## src/rtl/pdm_playback_tx_pkg.sv

```systemverilog
// Shared types and constants for the PDM playback transmitter.
//   sample_t         : signed two's-complement audio sample
//   MIDSCALE         : offset-binary silence code loaded when no sample is available
//   FIFO_DEPTH       : default sample buffer depth (power of 2)
//   PDM_DIV          : default clk cycles per PDM bit
//   BITS_PER_SAMPLE  : default PDM bits emitted per audio sample
//   state_t          : transmitter control states
//   to_offset()      : signed sample -> offset-binary modulator input
package pdm_playback_tx_pkg;

  localparam int SAMPLE_W        = 8;
  localparam int FIFO_DEPTH      = 16;
  localparam int PDM_DIV         = 32;
  localparam int BITS_PER_SAMPLE = 256;

  typedef logic signed [SAMPLE_W-1:0] sample_t;

  // Offset-binary midpoint: 50 % ones density, i.e. silence.
  localparam logic [SAMPLE_W-1:0] MIDSCALE = 8'h80;

  typedef enum logic [1:0] {
    IDLE,
    PRIME,
    RUN
  } state_t;

  // Flipping the sign bit maps -128..+127 onto 0x00..0xFF.
  function automatic logic [SAMPLE_W-1:0] to_offset(input sample_t s);
    return {~s[SAMPLE_W-1], s[SAMPLE_W-2:0]};
  endfunction

endpackage

```

## src/rtl/pdm_playback_tx_if.sv

```systemverilog
// Valid/ready sample stream into the playback transmitter.
//   audio_valid_in  : source presents a sample
//   audio_in        : signed sample
//   audio_ready_out : sink can accept (a transfer happens on valid && ready)
// master = sample source, slave = transmitter.
interface pdm_playback_tx_if;
  import pdm_playback_tx_pkg::*;

  logic    audio_valid_in;
  sample_t audio_in;
  logic    audio_ready_out;

  modport master (
    output audio_valid_in,
    output audio_in,
    input  audio_ready_out
  );

  modport slave (
    input  audio_valid_in,
    input  audio_in,
    output audio_ready_out
  );

endinterface

```

## src/rtl/pdm_playback_tx_sync_fifo.sv

```systemverilog
// Single-clock FIFO with registered read data (no first-word fall-through):
// pop_data is valid on the cycle after a pop is accepted.
//   clk, rst    : clock and synchronous active-high reset (empties the FIFO)
//   push        : write request, ignored while full
//   push_data   : write data
//   pop         : read request, ignored while empty
//   pop_data    : registered read data
//   full, empty : occupancy flags (combinational from count)
//   count       : current occupancy, 0..DEPTH
module pdm_playback_tx_sync_fifo #(
  parameter int WIDTH = 8,
  parameter int DEPTH = 16,
  localparam int AW = $clog2(DEPTH)
) (
  input  logic             clk,
  input  logic             rst,
  input  logic             push,
  input  logic [WIDTH-1:0] push_data,
  input  logic             pop,
  output logic [WIDTH-1:0] pop_data,
  output logic             full,
  output logic             empty,
  output logic [AW:0]      count
);

  logic [WIDTH-1:0] mem [DEPTH];
  logic [AW-1:0]    wr_ptr_reg;
  logic [AW-1:0]    rd_ptr_reg;
  logic [AW:0]      count_reg;
  logic [WIDTH-1:0] pop_data_reg;
  logic             do_push;
  logic             do_pop;

  assign full    = (count_reg == (AW+1)'(DEPTH));
  assign empty   = (count_reg == '0);
  assign do_push = push && !full;
  assign do_pop  = pop && !empty;

  // Storage and read port carry no reset so they map onto block RAM.
  always_ff @(posedge clk) begin
    if (do_push) begin
      mem[wr_ptr_reg] <= push_data;
    end
    if (do_pop) begin
      pop_data_reg <= mem[rd_ptr_reg];
    end
  end

  // Pointers wrap naturally because DEPTH is a power of two.
  always_ff @(posedge clk) begin
    if (rst) begin
      wr_ptr_reg <= '0;
      rd_ptr_reg <= '0;
      count_reg  <= '0;
    end else begin
      if (do_push) begin
        wr_ptr_reg <= wr_ptr_reg + AW'(1);
      end
      if (do_pop) begin
        rd_ptr_reg <= rd_ptr_reg + AW'(1);
      end
      case ({do_push, do_pop})
        2'b10:   count_reg <= count_reg + (AW+1)'(1);
        2'b01:   count_reg <= count_reg - (AW+1)'(1);
        default: count_reg <= count_reg;
      endcase
    end
  end

  assign pop_data = pop_data_reg;
  assign count    = count_reg;

endmodule

```

## src/rtl/pdm_playback_tx.sv

```systemverilog
// PDM playback transmitter: buffers signed audio samples and re-modulates
// each one into a first-order sigma-delta bit stream.
//   clk_in         : clock, all logic on posedge
//   rst_in         : synchronous active-high reset
//   enable_in      : 1 = play, 0 = stop modulating (FIFO contents kept)
//   audio_bus      : valid/ready sample input (slave side)
//   pdm_out        : registered sigma-delta bit
//   pdm_tick_out   : one-cycle pulse on each cycle pdm_out is updated
//   fifo_count_out : FIFO occupancy
//   underflow_out  : sticky, set when a sample boundary finds the FIFO empty
module pdm_playback_tx
  import pdm_playback_tx_pkg::*;
#(
  parameter int DEPTH = FIFO_DEPTH,
  parameter int DIV   = PDM_DIV,
  parameter int BITS  = BITS_PER_SAMPLE
) (
  input  logic                   clk_in,
  input  logic                   rst_in,
  input  logic                   enable_in,
  pdm_playback_tx_if.slave       audio_bus,
  output logic                   pdm_out,
  output logic                   pdm_tick_out,
  output logic [$clog2(DEPTH):0] fifo_count_out,
  output logic                   underflow_out
);

  localparam int CW = $clog2(DEPTH) + 1;
  localparam int DW = $clog2(DIV);
  localparam int BW = $clog2(BITS);

  logic          fifo_pop;
  logic          fifo_full;
  logic          fifo_empty;
  sample_t       fifo_rd;
  logic [CW-1:0] fifo_count;

  state_t                state_reg;
  logic [DW-1:0]         div_reg;
  logic [BW-1:0]         bitcnt_reg;
  logic [SAMPLE_W-1:0]   acc_reg;
  logic [SAMPLE_W-1:0]   held_reg;
  logic                  load_pending_reg;
  logic                  pdm_reg;
  logic                  tick_reg;
  logic                  underflow_reg;

  logic                  tick;
  logic                  boundary;
  logic                  prime_go;
  logic [SAMPLE_W:0]     sum;

  pdm_playback_tx_sync_fifo #(
    .WIDTH ($bits(sample_t)),
    .DEPTH (DEPTH)
  ) u_fifo (
    .clk       (clk_in),
    .rst       (rst_in),
    .push      (audio_bus.audio_valid_in),
    .push_data (audio_bus.audio_in),
    .pop       (fifo_pop),
    .pop_data  (fifo_rd),
    .full      (fifo_full),
    .empty     (fifo_empty),
    .count     (fifo_count)
  );

  assign audio_bus.audio_ready_out = !fifo_full;

  assign tick     = (state_reg == RUN) && (div_reg == DW'(DIV - 1));
  assign boundary = tick && (bitcnt_reg == BW'(BITS - 1));
  assign prime_go = (state_reg == PRIME) && enable_in && (fifo_count >= CW'(DEPTH / 2));
  // No boundary pop on the cycle RUN is being left, so the sample stays buffered.
  assign fifo_pop = prime_go || (boundary && enable_in && !fifo_empty);

  // Carry out of the 9-bit add is the PDM bit; the low byte is the new error.
  assign sum = {1'b0, acc_reg} + {1'b0, held_reg};

  always_ff @(posedge clk_in) begin
    if (rst_in) begin
      state_reg        <= IDLE;
      div_reg          <= '0;
      bitcnt_reg       <= '0;
      acc_reg          <= '0;
      held_reg         <= MIDSCALE;
      load_pending_reg <= 1'b0;
      pdm_reg          <= 1'b0;
      tick_reg         <= 1'b0;
      underflow_reg    <= 1'b0;
    end else begin
      tick_reg         <= 1'b0;
      // FIFO read data lands one cycle after the pop; latch it then.
      load_pending_reg <= fifo_pop;
      if (load_pending_reg) begin
        held_reg <= to_offset(fifo_rd);
      end

      case (state_reg)
        IDLE: begin
          div_reg    <= '0;
          bitcnt_reg <= '0;
          pdm_reg    <= 1'b0;
          if (enable_in) begin
            state_reg <= PRIME;
          end
        end

        PRIME: begin
          if (!enable_in) begin
            state_reg <= IDLE;
          end else if (prime_go) begin
            state_reg <= RUN;
          end
        end

        RUN: begin
          if (!enable_in) begin
            state_reg  <= IDLE;
            acc_reg    <= '0;
            pdm_reg    <= 1'b0;
            div_reg    <= '0;
            bitcnt_reg <= '0;
          end else begin
            div_reg <= tick ? '0 : div_reg + DW'(1);
            if (tick) begin
              acc_reg    <= sum[SAMPLE_W-1:0];
              pdm_reg    <= sum[SAMPLE_W];
              tick_reg   <= 1'b1;
              bitcnt_reg <= boundary ? '0 : bitcnt_reg + BW'(1);
              // Starved: play silence and keep modulating.
              if (boundary && fifo_empty) begin
                held_reg      <= MIDSCALE;
                underflow_reg <= 1'b1;
              end
            end
          end
        end

        default: state_reg <= IDLE;
      endcase
    end
  end

  assign pdm_out        = pdm_reg;
  assign pdm_tick_out   = tick_reg;
  assign fifo_count_out = fifo_count;
  assign underflow_out  = underflow_reg;

endmodule

```

## src/flat_wrapper.sv

```systemverilog
// flat-port wrapper written by rule: the top's interface ports become plain ports
module pdm_playback_tx_flat import pdm_playback_tx_pkg::*;
#(
  parameter int DEPTH = FIFO_DEPTH,
  parameter int DIV   = PDM_DIV,
  parameter int BITS  = BITS_PER_SAMPLE
)
  (clk_in, rst_in, enable_in, pdm_out, pdm_tick_out, fifo_count_out, underflow_out, audio_bus_audio_valid_in, audio_bus_audio_in, audio_bus_audio_ready_out);
  pdm_playback_tx_if audio_bus_i ();
  input  logic clk_in;
  input  logic rst_in;
  input  logic enable_in;
  output logic pdm_out;
  output logic pdm_tick_out;
  output logic [$clog2(DEPTH):0] fifo_count_out;
  output logic underflow_out;
  input wire logic [$bits(audio_bus_i.audio_valid_in)-1:0] audio_bus_audio_valid_in;
  input wire logic [$bits(audio_bus_i.audio_in)-1:0] audio_bus_audio_in;
  output wire logic [$bits(audio_bus_i.audio_ready_out)-1:0] audio_bus_audio_ready_out;
  assign audio_bus_i.audio_valid_in = audio_bus_audio_valid_in;
  assign audio_bus_i.audio_in = audio_bus_audio_in;
  assign audio_bus_audio_ready_out = audio_bus_i.audio_ready_out;
  pdm_playback_tx #(.DEPTH(DEPTH), .DIV(DIV), .BITS(BITS)) u_core (.clk_in(clk_in), .rst_in(rst_in), .enable_in(enable_in), .audio_bus(audio_bus_i), .pdm_out(pdm_out), .pdm_tick_out(pdm_tick_out), .fifo_count_out(fifo_count_out), .underflow_out(underflow_out));
endmodule
```

## config.mk

```make
export PLATFORM = sky130hd
export DESIGN_NAME = pdm_playback_tx_flat
export DESIGN_NICKNAME = d
export VERILOG_FILES = /design/src/rtl/pdm_playback_tx_pkg.sv /design/src/rtl/pdm_playback_tx_if.sv /design/src/rtl/pdm_playback_tx_sync_fifo.sv /design/src/rtl/pdm_playback_tx.sv /design/src/flat_wrapper.sv
export SDC_FILE = /design/constraint.sdc
export NUM_CORES = 1
export LEC_CHECK = 0
export BUFFER_PORTS_ARGS = -buffer_cell sky130_fd_sc_hd__buf_2
export CORE_ASPECT_RATIO = 0.9
export CORE_MARGIN = 8
export CORE_UTILIZATION = 66
export CTS_BUF_LIST = sky130_fd_sc_hd__clkbuf_16
export DETAILED_ROUTE_END_ITERATION = 6
export PLACE_DENSITY = 0.89
export SLEW_MARGIN = 20
export SYNTH_ARGS = -nofsm -noshare
export SYNTH_HDL_FRONTEND = slang
export SYNTH_SLANG_ARGS = --single-unit
export TNS_END_PERCENT = 10
```

## constraint.sdc

```tcl
create_clock -name clk_in -period 8.15 [get_ports clk_in]
set_input_delay 1.63 -clock clk_in [delete_from_list [all_inputs] [get_ports clk_in]]
set_output_delay 1.63 -clock clk_in [all_outputs]
set_load 0.05 [all_outputs]
```

==> metrics, run 1 <==
Layout area overhead=10.4%; antenna violations before repair=0; dpl hpwl=10000 µm; asr flop ratio synth=0%; total iterations of the first detailed-routing run=5; Mapped Nets=569; Post-synth EDFFs=about 140; sequential cell area fraction in the yosys report=65.9%; Buffers on Ports=20; crit-path cells=buf_2, inv_1, a21oi_1, a21oi_2, inv_2, ha_1, fa_1, a21o_1, a21oi_1, xor2_1, or3_1, a21oi_1; worst vdd ir=approximately 0.21 mV; Total GRT Usage=a little over a fifth; core area=11400 µm²; # clock sinks=roughly 180; Worst EP arrival=4.17 ns; synthesized cell area=7650 µm²; maximum clock rate=between 200 and 300 MHz; Die Y-Extent=approximately 120 µm; GP Congestion=0.867; top_reg_cell synth=edfxtp_1; leakage power=around 2.9 nW; footprint of the multi-input gates=2510 µm²; DRC Markers=0; global route overflow=0; total CTS buffers=17; Power per Cell Area=around 220 nW/µm²; Setup Skew=approximately 0.015 ns; RSZ-0062 raised after global routing=no; CP Max Fanout=13; Die Wd=between 100 and 150 µm; kind of critical path=in -> reg; worst slew pin tran=0.973 ns; setup TNS=0 ns; YS warnings=0; status=complete, no violations; post-synthesis area per instance=approximately 14 µm²; Post-CTS Resized=0; Final nets=588; clk buf depth=2; post-synth top area cell=edfxtp_1; Crit-path slowest cell=fa_1; hold_ws=around 0.48 ns; number of flip-flops under the largest register name=around 130; Storage cell area=about 5000 µm²; initial DRC count=about 500; CTS H-Tree Depth=4; share of cells above drive strength 1=between 10% and 20%; diode count=0; Std-Cell Rows=37; hold buffers post-CTS=0; Final Critical Period=between 3 and 4 ns; fin. max-slew vios=0; max cap viols=0; global-route wire length before repair=~25000 µm; Cell variety after synth=47; largest net degree at the start of global routing=52; Hold Vio Cnt, Final=0; Largest stage delay, worst path=between 0.4 and 0.5 ns; main area contributors after synthesis=edfxtp_1, dfxtp_1, mux4_2, mux2i_1, ha_1; Yosys top cell area share=53.4%; vias in the first global route=~4.6k; final worst-path cycle share=between 40% and 50%; post-CTS setup buffers=0; Worst-Skew Late Latency=between 0.4 and 0.5 ns; Initial Utilization=between 60% and 70%; #FFs+latches synth=approximately 180; Req. time, crit path=8.50 ns; Worst-path clk slew=~0.07 ns; worst min path class=reg -> reg; most used cell, CP=a21oi_1; CP Capture Type=flip-flop; count of final setup violators=0; vias per cell=approximately 6.4; Routed Antenna Nets=0; Syn Inst Count=~540; Root Buffer=clkbuf_16; DRT Wirelength=between 15000 and 20000 µm; fillcell total=between 600 and 700; CTS tree=done; Pwr Total=1.85 mW; relative slew slack=about a third; DR WL/cell=between 20 and 25 µm; IO Pins=21; total number of vias=4650; CP Launch Type=primary input; Die ar.=15300 µm²; largest register by flop count=u_core.u_fifo.mem
synthesized netlist by cell type, drive strengths merged (6+ instances only):
library cell	number
nand2b	6
mux4	16
mux2	9
mux2i	33
clkbuf	13
nor2b	6
a21oi	29
a22o	7
a22oi	11
ha	20
dfxtp	48
o21ai	28
nand2	24
buf	9
edfxtp	136
nor3	8
xor2	11
xnor2	8
inv	7
nor2	55
a221oi	8
layout make-up:
cell class              instances  share of cell area (%)
clock buffers                  19                    5.63
multi-input cells             322                    29.7
flip-flops and latches        184                    59.8
well taps                     156                    2.31
repair buffers                 22                    1.36
clock inverters                13                   0.919
inverters                       7                   0.311
where the power goes:
part,internal (mW),total [mW],switching (mW)
sequential,1.01,1.02,0.00694
clock,0.423,0.770,0.346
combinational,0.0167,0.0566,0.0398
total,1.45,1.85,0.393
path summary, 6_finish.rpt:
check	start	end	slack [ns]	cells after the start
setup / recovery	enable_in	u_core.u_fifo.count[4]$_SDFFE_PP0P_	4.34	12
hold / removal	u_core.underflow_out$_SDFFE_PP0P_	u_core.underflow_out$_SDFFE_PP0P_	0.48	2
setup reg to reg	u_core.div_reg[0]$_SDFFE_PP0P_	u_core.u_fifo.count[4]$_SDFFE_PP0P_	4.48	14
hold reg to reg	u_core.underflow_out$_SDFFE_PP0P_	u_core.underflow_out$_SDFFE_PP0P_	0.48	2
metal layers:
layer	vias up	global-route usage [%]	wire length (µm)
li1	2062	-	-
met1	2322	27.2	6410
met2	221	36.0	8170
met3	45	4.76	990
met4	0	10.1	416
met5	-	0	0
cells by family (layout without fill, tap and decap cells):
group / after synthesis / in the layout / synth area share [%]
compound gates: 98 / 98 / 8.13
mux: 58 / 58 / 10.4
simple gates: 125 / 125 / 8.00
fa+ha+maj: 22 / 22 / 3.79
xor+xnor: 19 / 19 / 2.17
flops: 184 / 184 / 65.9
buf+inv: 29 / 61 / 1.57
worst max-delay path, delay by kind of cell:
kind / cells / cell delay [ns]
AOI/OAI and AO/OA: 5 / 0.84
adders and majority gates: 2 / 0.75
buffers and inverters: 3 / 0.43
and+or+nand+nor: 1 / 0.37
xor gates and xnor gates: 1 / 0.12
through the flow:
stage                     cell area, µm²  cells  util [%]  worst slack [ns]
after global placement              7870    691      69.1              4.20
final                               8440    723      74.1              4.34
after global routing                8440    723      74.1              4.20
after detailed placement            7870    691      69.1              4.06
after floorplan                     7650    535         -              4.48
after CTS                           8420    723      74.0              4.37
cells in the final DEF (no fill, tap or decap), types with 3 or more instances in the layout:
cell	instances
a211oi_1	3
a21o_1	5
a21oi_1	28
a221oi_1	8
a22o_1	7
a22oi_1	11
and3_1	4
buf_2	20
clkbuf_16	19
clkinv_2	3
dfxtp_1	47
edfxtp_1	136
ha_1	20
inv_1	11
inv_6	3
mux2_2	8
mux2i_1	33
mux4_2	16
nand2_1	24
nand2b_1	6
nand3_1	3
nand4_1	5
nor2_1	55
nor2b_1	5
nor3_1	4
nor3_2	4
o21ai_0	28
or3_1	4
xnor2_1	8
xor2_1	11
(Power assumes the default switching activity.)
==> inputs of run 2 (changes only) <==
- ABC_AREA: not set -> 1
- CORE_UTILIZATION: 66 -> 56
- PLACE_DENSITY: 0.89 -> 0.81
- clock period: 8.15 -> 3.3 ns (I/O delays scaled with it)
==> metrics, run 2 <==
Most Crowded Layer GR=met2; Syn Inst Count=733 (+37%); asr flop ratio synth=0% (unchanged); Worst Hold End=u_core.underflow_out$_SDFFE_PP0P_; placed cell areas=8120 µm² (+3.2%); synthesized cell area=7890 µm² (+3.1%); Reg2Reg Setup Slack=0.29 ns (-4.19 ns); hold_ws=0.470 ns (-0.0135 ns); most frequent cell after synthesis=edfxtp_1; CTS H-Tree Depth=4 (unchanged); Worst R2R Start=u_core.div_reg[0]$_SDFFE_PP0P_; Storage cell area=5050 µm² (unchanged); Power per Cell Area=536 nW/µm² (+140%); Worst-path clk slew=0.06 ns (about the same); CP Launch Type=flip-flop; Synth top cells by count=edfxtp_1, nand2_1, nor2_1; worst vdd ir=0.546 mV (+160%); dpl cells=921 (+33%); DR WL/cell=17.5 µm (-21%); most common cell after layout, fill and taps aside=edfxtp_1; largest register by flop count=u_core.u_fifo.mem; Hold Vio Cnt, Final=0 (unchanged); DRC Markers=0 (unchanged); IO Pins=21 (unchanged); final cell count without fillers=950 (+31%); Buffers on Ports=20 (unchanged); global-route wire length before repair=26400 µm (+6.4%); final worst-path cycle share=91.3%; R2R Path End=u_core.u_fifo.count[4]$_SDFFE_PP0P_; max cap viols=0 (unchanged); Cell variety after synth=40 (-15%); total iterations of the first detailed-routing run=6 (+1); leakage power=3.23 nW (+9.5%); met1 GRT Util=21.7% (-5.5 points); fin. max-slew vios=0 (unchanged); Final Util=62.4% (-12 points); Hold Crit Depth=2 (unchanged); total CTS buffers=17 (unchanged); Final Critical Period=~3.0 ns; Die ar.=18200 µm² (+19%); top_reg_cell synth=edfxtp_1; post-synthesis area per instance=10.8 µm² (-25%); Total GRT Usage=19.1% (-2.8 points); dpl hpwl=10700 µm (+6.4%); kind of critical path=reg -> reg; Yosys top cell area share=51.8% (-1.6 points); Setup WS pre-CTS=0.259 ns (-3.80 ns); Die Wd=141 µm (+9.0%); design area=8680 µm² (+2.8%); status=complete, no violations; CP Max Fanout=13 (unchanged); cell count of the worst reg-to-reg path=18 (+4); Initial Utilization=56.8% (-10 points); Die Y-Extent=129 µm (+8.9%); count of final setup violators=0 (unchanged); diode count=0 (unchanged); Final nets=781 (+33%); Std-Cell Rows=41 (+11%); GP Congestion=0.852 (-1.6%); vias in the first global route=5366 (+17%); Worst-Skew Late Latency=0.43 ns (about the same); number of flip-flops under the largest register name=128 (unchanged); Global Route met3 Usage=4.37% (-0.40 points); # clock sinks=184 (unchanged); core area=13900 µm² (+22%); met2 Use GR=32.7% (-3.3 points); Layout area overhead=9.99%; relative slew slack=40.0% (+5.2 points); CTS tree=done; initial DRC count=561 (+12%); Worst EP arrival=3.37 ns (-0.80 ns); min-delay src=u_core.underflow_out$_SDFFE_PP0P_; total number of vias=5394 (+16%); vias per cell=5.68 (-12%); Setup crit start=u_core.div_reg[0]$_SDFFE_PP0P_; Final Worst Setup Slack=0.286 ns (-4.05 ns); maximum clock rate=332 MHz; worst slew pin tran=0.898 ns (-0.0755 ns); Routed Antenna Nets=0 (unchanged); global route overflow=0 (unchanged); most frequent cells in the layout=edfxtp_1, nand2_1, nor2_1, a21oi_1, dfxtp_1; Post-synth EDFFs=136 (unchanged); worst min path class=reg -> reg; Req. time, crit path=3.65 ns (-4.85 ns); post-CTS setup buffers=0 (unchanged); RSZ-0062 raised after global routing=no; DRT Wirelength=16600 µm (+3.8%); main area contributors after synthesis=edfxtp_1, dfxtp_1, nand2_1, nor2_1, a21oi_1; post-synth top area cell=edfxtp_1; Root Buffer=clkbuf_16; Mapped Nets=767 (+35%); Setup Skew=0.00714 ns (-0.00810 ns); YS warnings=0 (unchanged); setup TNS=0 ns (unchanged); largest net degree at the start of global routing=77 (+48%); antenna violations before repair=0 (unchanged); Pwr Total=4.65 mW (+150%); #FFs+latches synth=184 (unchanged); share of cells above drive strength 1=11.1% (-5.0 points); fillcell total=1024 (+51%); sequential cell area fraction in the yosys report=63.9% (-2.0 points); footprint of the multi-input gates=2520 µm² (+0.45%); clk buf depth=2 (unchanged); CP Capture Type=flip-flop
run 2: critical path, stage by stage, from the launching register on:
cell and delay [ns]:
dfxtp_1 0.39, ha_1 0.19, nand2_1 0.07, nor2_1 0.10
ha_1 0.22, inv_1 0.13, nor2_4 0.14, nand2_4 0.07
nor2_8 0.11, nand3_4 0.11, nand2_4 0.17, ha_2 0.28
ha_1 0.31, nand2_1 0.08, nand2_1 0.05, a21oi_1 0.15
xor2_1 0.17, nand2_1 0.08, a21oi_1 0.13
run 2: metal layers:
metal | routed length [µm] | up-vias
li1 | - | 2583
met1 | 6600 | 2549
met2 | 8290 | 218
met3 | 1130 | 44
met4 | 573 | 0
met5 | 0 | -
run 2: layout make-up:
class	count	area share, %
Clock buffer	17	4.90
Tap cell	193	2.78
Inverter	51	2.25
Timing Repair Buffer	23	1.41
Sequential cell	184	58.1
Multi-Input combinational cell	470	29.0
Clock inverter	12	1.48
run 2: worst max path at each step:
stage	endpoint	slack (ns)	depth (start not counted)
CTS	u_core.u_fifo.count[4]$_SDFFE_PP0P_	0.22	18
global route	u_core.u_fifo.count[4]$_SDFFE_PP0P_	0.04	18
floorplan	u_core.u_fifo.count[4]$_SDFFE_PP0P_	0.41	10
detailed placement	u_core.u_fifo.count[4]$_SDFFE_PP0P_	0.26	18
global placement	u_core.u_fifo.count[4]$_SDFFE_PP0P_	0.47	18
finish	u_core.u_fifo.count[4]$_SDFFE_PP0P_	0.29	18
run 2: cells by family (layout without fill, tap and decap cells):
kind of cell	count (synthesis)	in the layout	synth area share, %
AOI/OAI and AO/OA	138	138	9.51
xor gates and xnor gates	14	14	1.55
adders and majority gates	22	22	3.68
buffers and inverters	79	103	4.17
DFF	184	184	63.9
and+or+nand+nor	296	296	17.2
run 2: report_power, final:
group	internal [mW]	total [mW]	switching, mW	leakage, nW
sequential	2.51	2.53	0.0189	1.62
combinational	0.0437	0.187	0.144	1.33
clock	1.10	1.93	0.830	0.274
run 2: what timing repair did:
action / CTS / global route
endpoints found under the setup margin: 0 / 1
gates resized for setup: 0 / 1
hold buffers: 0 / 0
==> inputs of run 3 (changes only) <==
- CORE_UTILIZATION: 56 -> 62
- PLACE_DENSITY: 0.81 -> 0.84
- clock period: 3.3 -> 3 ns (I/O delays scaled with it)
==> metrics, run 3 (synthesis gave the netlist of run 2 again) <==
final worst-path cycle share=92.8% (+1.5 points); Die Wd=135 µm (-4.4%); cell count of the worst reg-to-reg path=18 (unchanged); initial DRC count=541 (-3.6%); vias per cell=5.95 (+4.8%); Final Worst Setup Slack=0.215 ns (-0.0705 ns); Worst Hold End=u_core.held_reg[7]$_SDFF_PP1_; most common cell after layout, fill and taps aside=edfxtp_1; relative slew slack=45.8% (+5.7 points); RSZ-0062 raised after global routing=no; kind of critical path=reg -> reg; global route overflow=0 (unchanged); R2R Path End=u_core.u_fifo.count[4]$_SDFFE_PP0P_; Total GRT Usage=21.2% (+2.1 points); CTS H-Tree Depth=4 (unchanged); number of flip-flops under the largest register name=128 (unchanged); Routed Antenna Nets=0 (unchanged); Pwr Total=5.13 mW (+10%); Hold Vio Cnt, Final=0 (unchanged); Worst EP arrival=3.15 ns (-0.22 ns); fin. max-slew vios=0 (unchanged); Root Buffer=clkbuf_16; Die Y-Extent=123 µm (-4.3%); # clock sinks=184 (unchanged); global-route wire length before repair=26800 µm (+1.5%); design area=8680 µm² (about the same); status=complete, no violations; Worst-path clk slew=0.07 ns (about the same); dpl hpwl=10800 µm (+1.4%); Final Critical Period=2.78 ns (-0.230 ns); Setup Skew=0.00922 ns (+0.00208 ns); Buffers on Ports=20 (unchanged); Initial Utilization=62.9% (+6.2 points); total number of vias=5512 (+2.2%); Req. time, crit path=3.36 ns (-0.29 ns); largest net degree at the start of global routing=77 (unchanged); setup TNS=0 ns (unchanged); most frequent cells in the layout=edfxtp_1, nand2_1, nor2_1, a21oi_1, dfxtp_1; worst slew pin tran=0.810 ns (-0.0878 ns); CP Launch Type=flip-flop; DRC Markers=0 (unchanged); max cap viols=0 (unchanged); Setup WS pre-CTS=0.0893 ns (-0.170 ns); DRT Wirelength=17000 µm (+2.3%); Die ar.=16600 µm² (-8.6%); Std-Cell Rows=39 (-4.9%); Worst-Skew Late Latency=0.44 ns (about the same); hold_ws=0.481 ns (+0.0111 ns); Power per Cell Area=591 nW/µm² (+10%); share of cells above drive strength 1=11.9% (+0.85 points); DR WL/cell=18.3 µm (+5.0%); Worst R2R Start=u_core.div_reg[1]$_SDFFE_PP0P_; Final nets=783 (+0.26%); clk buf depth=2 (unchanged); CP Max Fanout=6 (-7); worst vdd ir=0.445 mV (-19%); Hold Crit Depth=1 (-1); placed cell areas=8100 µm² (-0.26%); diode count=0 (unchanged); core area=12500 µm² (-9.8%); min-delay src=u_core.u_fifo.pop_data[7]$_DFFE_PP_; CP Capture Type=flip-flop; worst min path class=reg -> reg; CTS tree=done; antenna violations before repair=0 (unchanged); post-CTS setup buffers=0 (unchanged); Reg2Reg Setup Slack=0.22 ns (-0.07 ns); maximum clock rate=359 MHz (+8.2%); Layout area overhead=9.94% (about the same); leakage power=3.23 nW (+0.23%); GP Congestion=0.895 (+5.0%); total iterations of the first detailed-routing run=7 (+1); largest register by flop count=u_core.u_fifo.mem; count of final setup violators=0 (unchanged); vias in the first global route=5423 (+1.1%); IO Pins=21 (unchanged); total CTS buffers=17 (unchanged)
-- run 3: cell count changes in the layout (fill, tap and decap cells not counted) --
cell	delta
ha_1	-1
ha_4	+1
inv_8	+7
clkinvlp_4	+1
bufinv_16	-2
inv_6	-2
inv_1	-1
buf_4	+2
-- run 3: worst max path at each step --
stage	to	slack, ns	start	cells after the start
3_5_place_dp	u_core.u_fifo.count[4]$_SDFFE_PP0P_	0.09	u_core.div_reg[0]$_SDFFE_PP0P_	18
5_1_grt	u_core.u_fifo.count[4]$_SDFFE_PP0P_	0.006	u_core.div_reg[0]$_SDFFE_PP0P_	18
2_1_floorplan	u_core.u_fifo.count[4]$_SDFFE_PP0P_	0.11	u_core.u_fifo.count[4]$_SDFFE_PP0P_	10
3_3_place_gp	u_core.u_fifo.count[4]$_SDFFE_PP0P_	0.29	u_core.div_reg[0]$_SDFFE_PP0P_	18
6_report	u_core.u_fifo.count[4]$_SDFFE_PP0P_	0.22	u_core.div_reg[1]$_SDFFE_PP0P_	18
4_1_cts	u_core.u_fifo.count[4]$_SDFFE_PP0P_	0.05	u_core.div_reg[0]$_SDFFE_PP0P_	18
-- run 3: metal layers --
layer / wire length (µm) / GRT usage [%] / part of all wire (%)
met4: 606 / 11.8 / 3.6
met3: 1120 / 5.12 / 6.6
met2: 8690 / 36.8 / 51
met5: 0 / 0 / 0
met1: 6560 / 23.8 / 39
-- run 3: cell type report --
type,instances,area (µm²)
Clock buffer,17,425
Sequential cell,184,5050
Fill cell,809,3860
Tap cell,164,205
Clock inverter,15,134
Multi-Input combinational cell,470,2530
Timing Repair Buffer,25,138
Inverter,51,195
-- run 3: through the flow --
step	instances	utilization, %
after floorplan	733	-
after global placement	894	64.6
after detailed placement	894	64.6
after CTS	926	69.1
after global routing	926	69.2
final	926	69.2
-- run 3: critical path, stage by stage, from the launching register on --
cell,delay (ns)
dfxtp_1,0.37
ha_1,0.19
nand2_1,0.08
nor2_1,0.11
ha_2,0.21
inv_1,0.10
nor2_4,0.13
nand2_4,0.07
nor2_8,0.11
nand3_4,0.12
nand2_4,0.10
ha_4,0.17
ha_1,0.29
nand2_1,0.08
nand2_1,0.06
a21oi_1,0.17
xor2_1,0.16
nand2_1,0.06
a21oi_1,0.11
-- run 3: where the power goes --
group | switching, mW | internal (mW) | leakage [nW]
Sequential | 0.0216 | 2.76 | 1.62
Clock | 1.03 | 1.10 | 0.274
Combinational | 0.162 | 0.0496 | 1.34
-- run 3: what timing repair did --
item	CTS	global route
gates resized for setup	0	3
setup endpoints to repair	0	2
hold buffers	0	0
